## src/rtl/nic_channel_writer.sv

```systemverilog
// ---------------------------------------------------------------------------
// nic_channel_writer
//
// Upstream writer for a one-entry channel buffer. Words arrive from the
// processing element on a valid/ready port and are queued in a DEPTH-entry
// FIFO. The head of the FIFO is offered to the channel buffer only while the
// buffer reports not-full, so a word is never presented to a buffer that
// would drop it. Two link-monitoring counters are kept: a wrapping count of
// words sent and a saturating count of back-pressure cycles.
//
// Ports
//   clk           clock, all state updates on the rising edge
//   reset         asynchronous, active-low reset
//   pe_valid      PE offers pe_data this cycle
//   pe_data       word from the PE
//   pe_ready      FIFO has room (occupancy below DEPTH)
//   buf_full      full flag of the downstream channel buffer
//   buf_we        write enable to the channel buffer
//   buf_data      FIFO head word, drives the buffer's data_in
//   fifo_count    FIFO occupancy, 0..DEPTH
//   sent_count    words written to the buffer, wraps
//   stall_cycles  cycles with data waiting on a full buffer, saturates
// ---------------------------------------------------------------------------
module nic_channel_writer #(
    parameter int DATA_WIDTH = 64,
    parameter int DEPTH      = 4,
    parameter int CNT_WIDTH  = 16
) (
    input  logic                       clk,
    input  logic                       reset,
    input  logic                       pe_valid,
    input  logic [DATA_WIDTH-1:0]      pe_data,
    output logic                       pe_ready,
    input  logic                       buf_full,
    output logic                       buf_we,
    output logic [DATA_WIDTH-1:0]      buf_data,
    output logic [$clog2(DEPTH):0]     fifo_count,
    output logic [CNT_WIDTH-1:0]       sent_count,
    output logic [CNT_WIDTH-1:0]       stall_cycles
);

    localparam int PTR_W   = $clog2(DEPTH);
    localparam int COUNT_W = PTR_W + 1;

    localparam logic [COUNT_W-1:0]   COUNT_FULL = COUNT_W'(DEPTH);
    localparam logic [CNT_WIDTH-1:0] STALL_MAX  = {CNT_WIDTH{1'b1}};

    // Storage is deliberately left out of reset; only the pointers and the
    // occupancy decide which entries are meaningful.
    logic [DATA_WIDTH-1:0] mem_q [DEPTH];

    logic [PTR_W-1:0]     wr_ptr_q, wr_ptr_d;
    logic [PTR_W-1:0]     rd_ptr_q, rd_ptr_d;
    logic [COUNT_W-1:0]   count_q, count_d;
    logic [CNT_WIDTH-1:0] sent_count_q, sent_count_d;
    logic [CNT_WIDTH-1:0] stall_cycles_q, stall_cycles_d;

    logic push;
    logic pop;
    logic not_empty;

    // Handshake and send decisions. Both come only from registered state and
    // buf_full, so there is no combinational path from pe_valid/pe_data to
    // any output. An empty FIFO never sends, even while a word is being
    // pushed: there is no fall-through, the word appears next cycle.
    always_comb begin
        not_empty = (count_q != '0);
        pe_ready  = (count_q != COUNT_FULL);
        buf_we    = not_empty & ~buf_full;
        push      = pe_valid & pe_ready;
        pop       = buf_we;
    end

    assign buf_data     = mem_q[rd_ptr_q];
    assign fifo_count   = count_q;
    assign sent_count   = sent_count_q;
    assign stall_cycles = stall_cycles_q;

    // Next-state for pointers, occupancy and statistics. Pointers are exactly
    // PTR_W bits wide so the +1 wraps from DEPTH-1 to 0 on its own (DEPTH is
    // a power of two). A simultaneous push and pop leaves the count alone.
    always_comb begin
        wr_ptr_d       = wr_ptr_q;
        rd_ptr_d       = rd_ptr_q;
        count_d        = count_q;
        sent_count_d   = sent_count_q;
        stall_cycles_d = stall_cycles_q;

        if (push) begin
            wr_ptr_d = wr_ptr_q + PTR_W'(1);
        end
        if (pop) begin
            rd_ptr_d     = rd_ptr_q + PTR_W'(1);
            sent_count_d = sent_count_q + CNT_WIDTH'(1);
        end

        if (push && !pop) begin
            count_d = count_q + COUNT_W'(1);
        end else if (pop && !push) begin
            count_d = count_q - COUNT_W'(1);
        end

        // A stall is a cycle where a word is waiting but the buffer is full.
        if (not_empty && buf_full && (stall_cycles_q != STALL_MAX)) begin
            stall_cycles_d = stall_cycles_q + CNT_WIDTH'(1);
        end
    end

    // Control and statistics registers, cleared by the asynchronous reset.
    always_ff @(posedge clk or negedge reset) begin
        if (!reset) begin
            wr_ptr_q       <= '0;
            rd_ptr_q       <= '0;
            count_q        <= '0;
            sent_count_q   <= '0;
            stall_cycles_q <= '0;
        end else begin
            wr_ptr_q       <= wr_ptr_d;
            rd_ptr_q       <= rd_ptr_d;
            count_q        <= count_d;
            sent_count_q   <= sent_count_d;
            stall_cycles_q <= stall_cycles_d;
        end
    end

    // FIFO array write port.
    always_ff @(posedge clk) begin
        if (push) begin
            mem_q[wr_ptr_q] <= pe_data;
        end
    end

endmodule

```

## config.mk

```make
export PLATFORM = sky130hd
export DESIGN_NAME = nic_channel_writer
export DESIGN_NICKNAME = d
export VERILOG_FILES = /design/src/rtl/nic_channel_writer.sv
export SDC_FILE = /design/constraint.sdc
export NUM_CORES = 1
export LEC_CHECK = 0
export BUFFER_PORTS_ARGS = -buffer_cell sky130_fd_sc_hd__buf_2
export CELL_PAD_IN_SITES_DETAIL_PLACEMENT = 0
export CELL_PAD_IN_SITES_GLOBAL_PLACEMENT = 1
export CORE_ASPECT_RATIO = 0.6
export CORE_MARGIN = 5
export CORE_UTILIZATION = 44
export DETAILED_ROUTE_END_ITERATION = 16
export PLACE_DENSITY = 0.74
export RECOVER_POWER = 100
export SETUP_SLACK_MARGIN = 0.5
export SYNTH_ARGS = -nofsm -noshare
export SYNTH_HDL_FRONTEND = slang
export SYNTH_SLANG_ARGS = --single-unit
```

## constraint.sdc

```tcl
create_clock -name clk -period 2.7 [get_ports clk]
set_input_delay 0 -clock clk [delete_from_list [all_inputs] [get_ports clk]]
set_output_delay 0 -clock clk [all_outputs]
set_load 0.02 [all_outputs]
```

==> impl_metrics.py <==
metrics = {
    "route": {
        "antenna_left": 0,
        "drc": 0,
        "first_iter_violations": 363,
        "wl_per_cell_um": 20.74,
        "num_vias": 5766,
        "finalWirelength_mm": 22.96,
        "first_pass_iters": 4,
        "routed_via_density": 5.209,
    },
    "logic_synthesis": {
        "synth_seq_cells": 295,
        "synth_largest_area_cell": "edfxtp_1",
        "synth_area_leaders": "edfxtp_1 69%, mux4_2 13%, dfrtp_1 8.8%",
        "synthFlopType": "edfxtp_1",
        "syn_area_mm2": 0.01109,
        "ys_seq_area_frac": 0.7810,
        "synth_top_area_frac": 0.6931,
        "ys_warn_count": 0,
        "synth_cells": 495,
        "ys_types": 39,
        "avgSynthCellArea_um2": 22.41,
        "synth_edf_count": 256,
        "syn-num-nets": 571,
        "async_flop_share": 0.1322,
    },
    "pwr": {
        "p_total_mw": 14.87,
        "p_leak_nw": 4.641,
        "ir_drop_mv": 0.5017,
        "pwr_density_cell_mw_per_mm2": 1076,
    },
    "sta": {
        "slew_violations": 0,
        "slew_headroom": 0.2861,
        "hold_viol_final": 0,
        "finalClockSkew_ns": 0.01175,
        "tightest_slew_ns": 1.071,
        "clock.fmax_mhz": 442.1,
        "setup_violations": 0,
        "tns_ns": 0,
        "fin_crit_sh": 0.8378,
        "layout_min_cycle_time_ns": 2.262,
        "grt_setup_unrepaired": "true",
    },
    "finish": {
        "multiInputGateArea_mm2": 0.002354,
        "diodes": 0,
        "regArea_mm2": 0.008667,
        "fillers": 2000,
        "syn2layout_area_growth_pct": 24.56,
        "fin_util": 0.5514,
        "drive_above_1_share": 0.1787,
        "mostFrequentLayoutCells": "256 x edfxtp_1, 166 x clkbuf_1, 67 x dlygate4sd3_1",
        "final_common_cell": "edfxtp_1",
        "nets": 834,
    },
    "clock_tree": {
        "cts_tree": "done",
        "clkSlewWorstSetupHoldPaths_ns": 0.06,
        "cts_buffers": 28,
        "clock-root-buffer": "clkbuf_16",
        "clk_latency_ns": 0.53,
        "clock-sinks": 295,
        "cts.path.max_buffers": 3,
        "cts_max_level": 1,
    },
    "critical_path": {
        "r2r.worst_path.cells": 5,
        "critPathArrivalTime_ns": 2.68,
        "cp.required_ns": 3.11,
        "critPathTopFamily": "simple AND/OR/NAND/NOR gates",
        "cp-start-kind": "flop",
        "crit_slowest_cell": "nor4_2",
        "r2r_start": "stall_cycles[0]",
        "endpoint_kind": "flop",
        "slowest_delay_ns": 0.83,
        "rrSetupSlack_ns": 0.44,
        "rr_endpoint": "stall_cycles[1]",
        "cp_cell_sequence": "ha_1, nand2_1, nor4_2, a21boi_2, mux2_1",
        "crit_type": "flop to flop",
        "crit_buf_inv": 0,
        "cp_max_fo": 10,
    },
    "grt": {
        "grt_use_total": 0.1627,
        "grt_pass1_vias": 6168,
        "antenna_found_initial": 0,
        "grt_first_pass_wirelength_mm": 36.47,
        "grt_start_max_net_pins": 65,
        "overflow": 0,
    },
    "place": {
        "place_congestion": 0.7970,
        "place.port_buffers": 168,
        "dp_hpwl_mm": 13.89,
    },
    "floorplan": {
        "io_pins": 169,
        "initial_core_util": 0.4427,
        "fp.dieH_um": 133.0,
        "rows": 45,
        "die_area_mm2": 0.02859,
        "die_w_um": 215.0,
        "core_mm2": 0.02506,
    },
    "min_path": {
        "holdCritPathClass": "input pin to async pin",
    },
    "status": {
        "status": "complete, no violations",
    },
    "run": {
        "cap_violations": 0,
    },
}
-- state kept, by name, summed over array words and instances, names as in the netlist --
| name | flops |
|---|---|
| rd_ptr_q | 2 |
| stall_cycles | 16 |
| fifo_count | 3 |
| mem_q | 256 |
| sent_count | 16 |
| wr_ptr_q | 2 |
-- layout make-up --
class,instances,share of cell area
multi-input cells,181,0.1703
well taps,329,0.02980
repair buffers,248,0.1091
flip-flops and latches,295,0.6273
clock inverters,18,0.008966
inverters,4,0.001087
clock buffers,32,0.05334
-- cells by family after synthesis --
family,count (synthesis),synth area share
DFF,295,0.7810
muxes,68,0.1343
and+or+nand+nor,63,0.03542
xor gates and xnor gates,33,0.02606
buffers and inverters,19,0.007106
AOI/OAI and AO/OA,9,0.006317
adders and majority gates,8,0.009701
-- worst max-delay path by stage --
stage                                 end  depth (start not counted)  slack (ns)            start
after CTS                   fifo_count[2]                          9        0.51    fifo_count[0]
final                     stall_cycles[1]                          5        0.44  stall_cycles[0]
after global routing      stall_cycles[1]                          5        0.25  stall_cycles[0]
after detailed placement    fifo_count[2]                          9        0.43    fifo_count[0]
after floorplan               mem_q[0][0]                          3        0.53    fifo_count[1]
after global placement      fifo_count[2]                          9        0.49    fifo_count[0]
-- timing repair --
item                                   CTS  global route
endpoints found under the hold margin  307             0
resized for setup                        4             2
cloned                                   1             0
hold buffers                            67             0
pin swaps                                0             1
setup endpoints to repair               65             3
buffers inserted                         1             2
-- layer usage --
layer	share of wire	wire length, um	global-route usage
met4	0.014	325	0.02806
met2	0.46	10630	0.2549
met5	0	0	0
met1	0.46	10490	0.2406
met3	0.066	1514	0.03750
-- metrics by stage --
step	instances	area, um2	hold slack (ns)	setup WS (ns)
after floorplan	495	11110	-0.2956	0.5312
after global placement	986	12460	0.1492	0.4916
after detailed placement	986	12460	0.1674	0.4282
after CTS	1105	14070	0.1430	0.5081
after global routing	1107	13820	0.2359	0.2489
final	1107	13820	0.1517	0.4380
-- cell usage after synthesis (3+ instances only) --
cell	instances
nor4b_1	3
and3_1	5
edfxtp_1	256
nand2_1	10
xor2_1	20
ha_1	7
nand3_1	10
nor2_1	5
xnor2_1	13
clkbuf_1	5
nor4_1	5
mux2_2	3
mux4_2	64
buf_2	6
nor3_1	7
nand4_1	6
buf_1	4
inv_1	4
dfrtp_1	39
-- power breakdown --
| part | switching, mW | internal [mW] | leakage [nW] |
|---|---|---|---|
| clock network | 1.60 | 2.05 | 0.422 |
| registers | 0.453 | 5.99 | 2.85 |
| logic | 2.94 | 1.84 | 1.37 |
| total | 4.99 | 9.87 | 4.64 |
Note: power is estimated with default switching activity, not from simulation.
